`src/rtl/mips_pkg.sv`:
```
// Shared register-file write types: address/data widths, arbiter states and the
// write-request bundle passed between the arbiter and its priority selector.
package mips_pkg;
    localparam int REG_ADDR_W = 5;
    localparam int REG_DATA_W = 32;
    localparam int NUM_REGS   = 32;

    typedef enum logic {
        MEM_PRI   = 1'b0,
        FORCE_ALU = 1'b1
    } arb_state_e;

    typedef struct packed {
        logic [REG_ADDR_W-1:0] addr;
        logic [REG_DATA_W-1:0] data;
    } wr_req_t;
endpackage

```
`src/rtl/rf_wr_prio_sel.sv`:
```
// Combinational grant selector: loads win by default, the ALU wins while forced.
// Grants depend only on the valids and the arbiter state, never on data.
module rf_wr_prio_sel
    import mips_pkg::*;
(
    input  arb_state_e state,
    input  logic       alu_valid,
    input  logic       mem_valid,
    input  wr_req_t    alu_req,
    input  wr_req_t    mem_req,
    output logic       alu_grant,
    output logic       mem_grant,
    output wr_req_t    sel
);
    logic force_alu;

    always_comb begin
        // A forced state with no ALU request falls back to normal load priority.
        force_alu = (state == FORCE_ALU) && alu_valid;
        mem_grant = mem_valid && !force_alu;
        alu_grant = alu_valid && !mem_grant;
        sel       = mem_grant ? mem_req : alu_req;
    end
endmodule

```
`src/rtl/rf_write_arbiter.sv`:
```
// Arbitrates the register file's single write port between ALU and load writeback,
// with a starvation counter that forces an ALU grant after MAX_WAIT denials.
module rf_write_arbiter
    import mips_pkg::*;
#(
    parameter int MAX_WAIT = 3,
    parameter int CNT_W    = 4
) (
    input  logic                  clk,
    input  logic                  rst_n,
    input  logic                  alu_valid,
    input  logic [REG_ADDR_W-1:0] alu_addr,
    input  logic [REG_DATA_W-1:0] alu_data,
    output logic                  alu_ready,
    input  logic                  mem_valid,
    input  logic [REG_ADDR_W-1:0] mem_addr,
    input  logic [REG_DATA_W-1:0] mem_data,
    output logic                  mem_ready,
    output logic                  rf_we,
    output logic [REG_ADDR_W-1:0] rf_addr,
    output logic [REG_DATA_W-1:0] rf_data,
    output logic [NUM_REGS-1:0]   pending,
    output logic [CNT_W-1:0]      starve_cnt
);
    localparam logic [CNT_W-1:0] WAIT_LIM = CNT_W'(MAX_WAIT);

    arb_state_e       state;
    wr_req_t          alu_req, mem_req, sel;
    logic             alu_grant, mem_grant, transfer;
    logic [CNT_W-1:0] cnt_inc;

    assign alu_req = '{addr: alu_addr, data: alu_data};
    assign mem_req = '{addr: mem_addr, data: mem_data};

    rf_wr_prio_sel u_sel (
        .state     (state),
        .alu_valid (alu_valid),
        .mem_valid (mem_valid),
        .alu_req   (alu_req),
        .mem_req   (mem_req),
        .alu_grant (alu_grant),
        .mem_grant (mem_grant),
        .sel       (sel)
    );

    // Readies are held low while reset is asserted.
    assign alu_ready = alu_grant && rst_n;
    assign mem_ready = mem_grant && rst_n;
    assign transfer  = alu_grant || mem_grant;
    assign cnt_inc   = (starve_cnt >= WAIT_LIM) ? starve_cnt : starve_cnt + 1'b1;

    always_ff @(posedge clk or negedge rst_n) begin
        if (!rst_n) begin
            state      <= MEM_PRI;
            starve_cnt <= '0;
        end else if (state == FORCE_ALU) begin
            // One forced slot only; a dropped ALU request also ends it.
            state      <= MEM_PRI;
            starve_cnt <= '0;
        end else if (alu_valid && !alu_grant) begin
            starve_cnt <= cnt_inc;
            if (cnt_inc == WAIT_LIM)
                state <= FORCE_ALU;
        end else begin
            starve_cnt <= '0;
        end
    end

    // Writes to $0 are accepted but never reach the register file.
    always_ff @(posedge clk or negedge rst_n) begin
        if (!rst_n) begin
            rf_we   <= 1'b0;
            rf_addr <= '0;
            rf_data <= '0;
        end else begin
            rf_we <= transfer && (sel.addr != '0);
            if (transfer) begin
                rf_addr <= sel.addr;
                rf_data <= sel.data;
            end
        end
    end

    always_comb begin
        pending = '0;
        if (rf_we)
            pending[rf_addr] = 1'b1;
    end
endmodule

```
`config.mk`:
```
export PLATFORM = sky130hd
export DESIGN_NAME = rf_write_arbiter
export DESIGN_NICKNAME = d
export VERILOG_FILES = /design/src/rtl/mips_pkg.sv /design/src/rtl/rf_wr_prio_sel.sv /design/src/rtl/rf_write_arbiter.sv
export SDC_FILE = /design/constraint.sdc
export NUM_CORES = 1
export LEC_CHECK = 0
export ABC_CLOCK_PERIOD_IN_PS = 2000
export CELL_PAD_IN_SITES_DETAIL_PLACEMENT = 2
export CELL_PAD_IN_SITES_GLOBAL_PLACEMENT = 2
export CORE_MARGIN = 2
export CORE_UTILIZATION = 21
export DETAILED_ROUTE_END_ITERATION = 8
export PLACE_DENSITY = 0.88
export SYNTH_ARGS = -nofsm -noshare
export SYNTH_HDL_FRONTEND = slang
export SYNTH_SLANG_ARGS = --single-unit
```
`constraint.sdc`:
```
create_clock -name clk -period 2 [get_ports clk]
set_input_delay 0.3 -clock clk [delete_from_list [all_inputs] [get_ports clk]]
set_output_delay 0.3 -clock clk [all_outputs]
set_load 0.02 [all_outputs]
```
==> results.cfg, run 1 <==
[synth]
syn_nets = 320
synth_area_leader_cell = dfrtp_1
synth-seq-cells = 43
synth_xor_area_share_pct = 0.3821
syn_avg_cell_area_sq_um = 9.511
seq_area_frac_synth_pct = 46.94
synth_fa_ha_area_share_pct = 0.5459
yosys_warnings = 0
synth_cell_types = 31
synth_cells = 241
syn_area_sq_um = 2292
synth.area.mux_share_pct = 14.41
yosys-top-cells-area = dfrtp_1 (47%), mux2i_1 (14%), o21ai_0 (6.8%), nor2_1 (6.2%), nand2_1 (6.1%)
synth_top_family_by_area = simple AND/OR/NAND/NOR gates
synthDominantCellAreaShare_pct = 46.94
synth_compound_area_share_pct = 12.55
yosys.area_share.simple_pct = 19.76

[detailed_routing]
final_antenna_net_count = 0
firstDrtPassIters = 4
post_drt_wl_per_cell_um = 16.11
dr.first_iter.drc_count = 35
routed_wl_um = 8733
route.detailed.drc = 0
num_vias = 2417
viasPerCell = 4.459

[status]
status = completed

[grt]
grt_max_degree = 35
grt_pass1_vias = 2642
grt_antenna_before_repair = 1
track_usage_pct = 14.89
grt_pass1_wl_um = 13760
gr-total-overflow = 0

[worst_setup_path]
rr_startpoint = starve_cnt[0]
path_max_fanout = 8
cp_slowest_cell = or3b_4
crit_arrival_ns = 1.65
crit_chain = or3b_4 -> nor2_1 -> dlygate4sd2_1
worst_r2r_endpoint = starve_cnt[1]
reg2reg_depth = 4
max_stage_delay_ns = 0.47
cp_num_buf_inv = 1
crit_path_end_kind = output pin
r2r_setup_slack_ns = 0.57
path_class = reg2out
crit_family = simple AND/OR/NAND/NOR gates
critPathLaunchType = flip-flop
critPathRequiredTime_ns = 1.70

[placed_design]
gp_congestion = 0.7044
placed_cells = 531
io_buffers = 153
place_ws_ns = -0.1634
hpwlAfterDp_um = 7018

[layout]
instances_no_fill = 542
layout_commonest_cell = clkdlybuf4s50_1
area_growth_pct = 75.16
drive_gt1_share_pct = 11.44
final_nets = 480
finish.utilization_pct = 37.37
n_antenna_cell = 0
layout_common_cells = clkdlybuf4s50_1 (117), dfrtp_1 (43), nor2_1 (38), nand2_1 (37), mux2i_1 (33)

[timing]
slew_violations = 0
rsz0062_at_grt = false
layout_min_cycle_time_ns = 1.952
final-hold-violation-count = 0
relSlewSlack_pct = 71.63
setup_slack_ns = 0.04829
finalCritPeriodShare_pct = 97.59
worstMarginPinSlew_ns = 0.4256
final.setup_skew_ns = 0.004393
setup_tns_ns = 0
setup_violations = 0
fmax_mhz = 512.4

[floorplan]
dieHeight_um = 108.5
dieArea_sq_um = 11770
core_sq_um = 10750
initial_core_util_pct = 21.33
std_cell_rows = 38
die_width_um = 108.5
boundaryPins = 154

[clock_network]
cts_tree = done
cts_hold_buffers = 0
insertion_delay_ns = 0.29
htreeDepth = 2
clock_path_buffers = 2
clkTransAtPathRegs_ns = 0.09
cts_root_buf = clkbuf_8
cts_buffers = 5
clock-sinks = 43

[run]
drv_cap = 0

[power_and_ir_drop]
fin_total_pwr_w = 0.002355
power_density_nw_per_um2 = 586.4
ir_worst_vdd_uv = 234.7
p_leak_nw = 1.810

[min_path]
hold_path.class = in2async
## cell type report
| class | instances | area, sq um |
|---|---|---|
| Tap cell | 140 | 175.2 |
| Fill cell | 1214 | 6730 |
| Clock inverter | 2 | 12.51 |
| Multi-Input combinational cell | 181 | 1107 |
| Clock buffer | 6 | 72.57 |
| Timing Repair Buffer | 170 | 1572 |
| Sequential cell | 43 | 1076 |
## cell families (layout without fill, tap and decap cells)
| group | after synthesis | in the layout |
|---|---|---|
| AND/OR/NAND/NOR | 100 | 100 |
| AO/OA/AOI/OAI | 46 | 46 |
| flip-flops | 43 | 43 |
| multiplexers | 33 | 33 |
| buffers and inverters | 17 | 178 |
| adder cells (fa/ha/maj) | 1 | 1 |
| XOR/XNOR | 1 | 1 |
## worst register-to-register path: cells and delay by family (launching register included)
family / cells / cell delay [ns]
flops: 1 / 0.44
mux: 1 / 0.23
simple gates: 2 / 0.39
fa+ha+maj: 1 / 0.27
## what timing repair did
item	4_1_cts	5_1_grt
buffers inserted	3	0
resized for setup	36	27
endpoints found under the setup margin	34	16
## metal layers
metal | GRT usage [%] | routed length (um)
met1 | 15.77 | 3244
met2 | 27.63 | 4529
met3 | 6.088 | 895
met4 | 3.022 | 51
met5 | 0 | 13
## state kept, by name (all words and copies together), names as in the netlist
name,count
state,1
rf_data,32
rf_addr,5
rf_we,1
starve_cnt,4
## cells in the mapped netlist (all sizes together)
cell	number
nand2b	1
or3	1
nor2	38
buf	10
or4	2
nand3b	5
and3	2
nor2b	5
and2b	1
or3b	2
nand2	37
nor3b	1
dfrtp	43
a211o	5
a21boi	1
o21ai	34
clkbuf	7
ha	1
nor3	1
nand3	2
nor4	1
xnor2	1
o221a	5
mux2i	33
a31oi	1
and2	1
## metrics by stage
stage          instance area [sq um]  hold slack [ns]
3_3_place_gp                    3978           0.3417
3_5_place_dp                    3978           0.3478
5_1_grt                         4015          0.01083
2_1_floorplan                   2292         0.004409
6_report                        4015          0.01616
4_1_cts                         4050          0.01545
## worst max-delay path by stage
stage	startpoint	to	slack, ns	cells after the start
detailed placement	mem_valid	mem_ready	-0.16	4
global route	rf_addr[0]	pending[28]	0.0004	3
CTS	rf_addr[3]	pending[5]	0.02	3
floorplan	rf_addr[3]	pending[4]	0.34	3
finish	rf_addr[0]	pending[28]	0.05	3
global placement	mem_valid	mem_ready	-0.16	4
## report_power, final
| group | switching [W] | internal, W | leakage, nW |
|---|---|---|---|
| clock network | 0.000310 | 0.000245 | 0.0412 |
| registers | 0.0000572 | 0.000950 | 0.525 |
| logic | 0.000378 | 0.000414 | 1.24 |
| total | 0.000746 | 0.00161 | 1.81 |
Power figures use the tool's default switching activity.
==> run 2, diff against run 1 <==
--- a/config.mk
+++ b/config.mk
@@ -12,6 +12,7 @@
 export CORE_UTILIZATION = 21
 export DETAILED_ROUTE_END_ITERATION = 8
 export PLACE_DENSITY = 0.88
+export SLEW_MARGIN = 20
 export SYNTH_ARGS = -nofsm -noshare
 export SYNTH_HDL_FRONTEND = slang
 export SYNTH_SLANG_ARGS = --single-unit
==> results of run 2 <==
The final DEF is identical to that of run 1; final timing and power are the same.
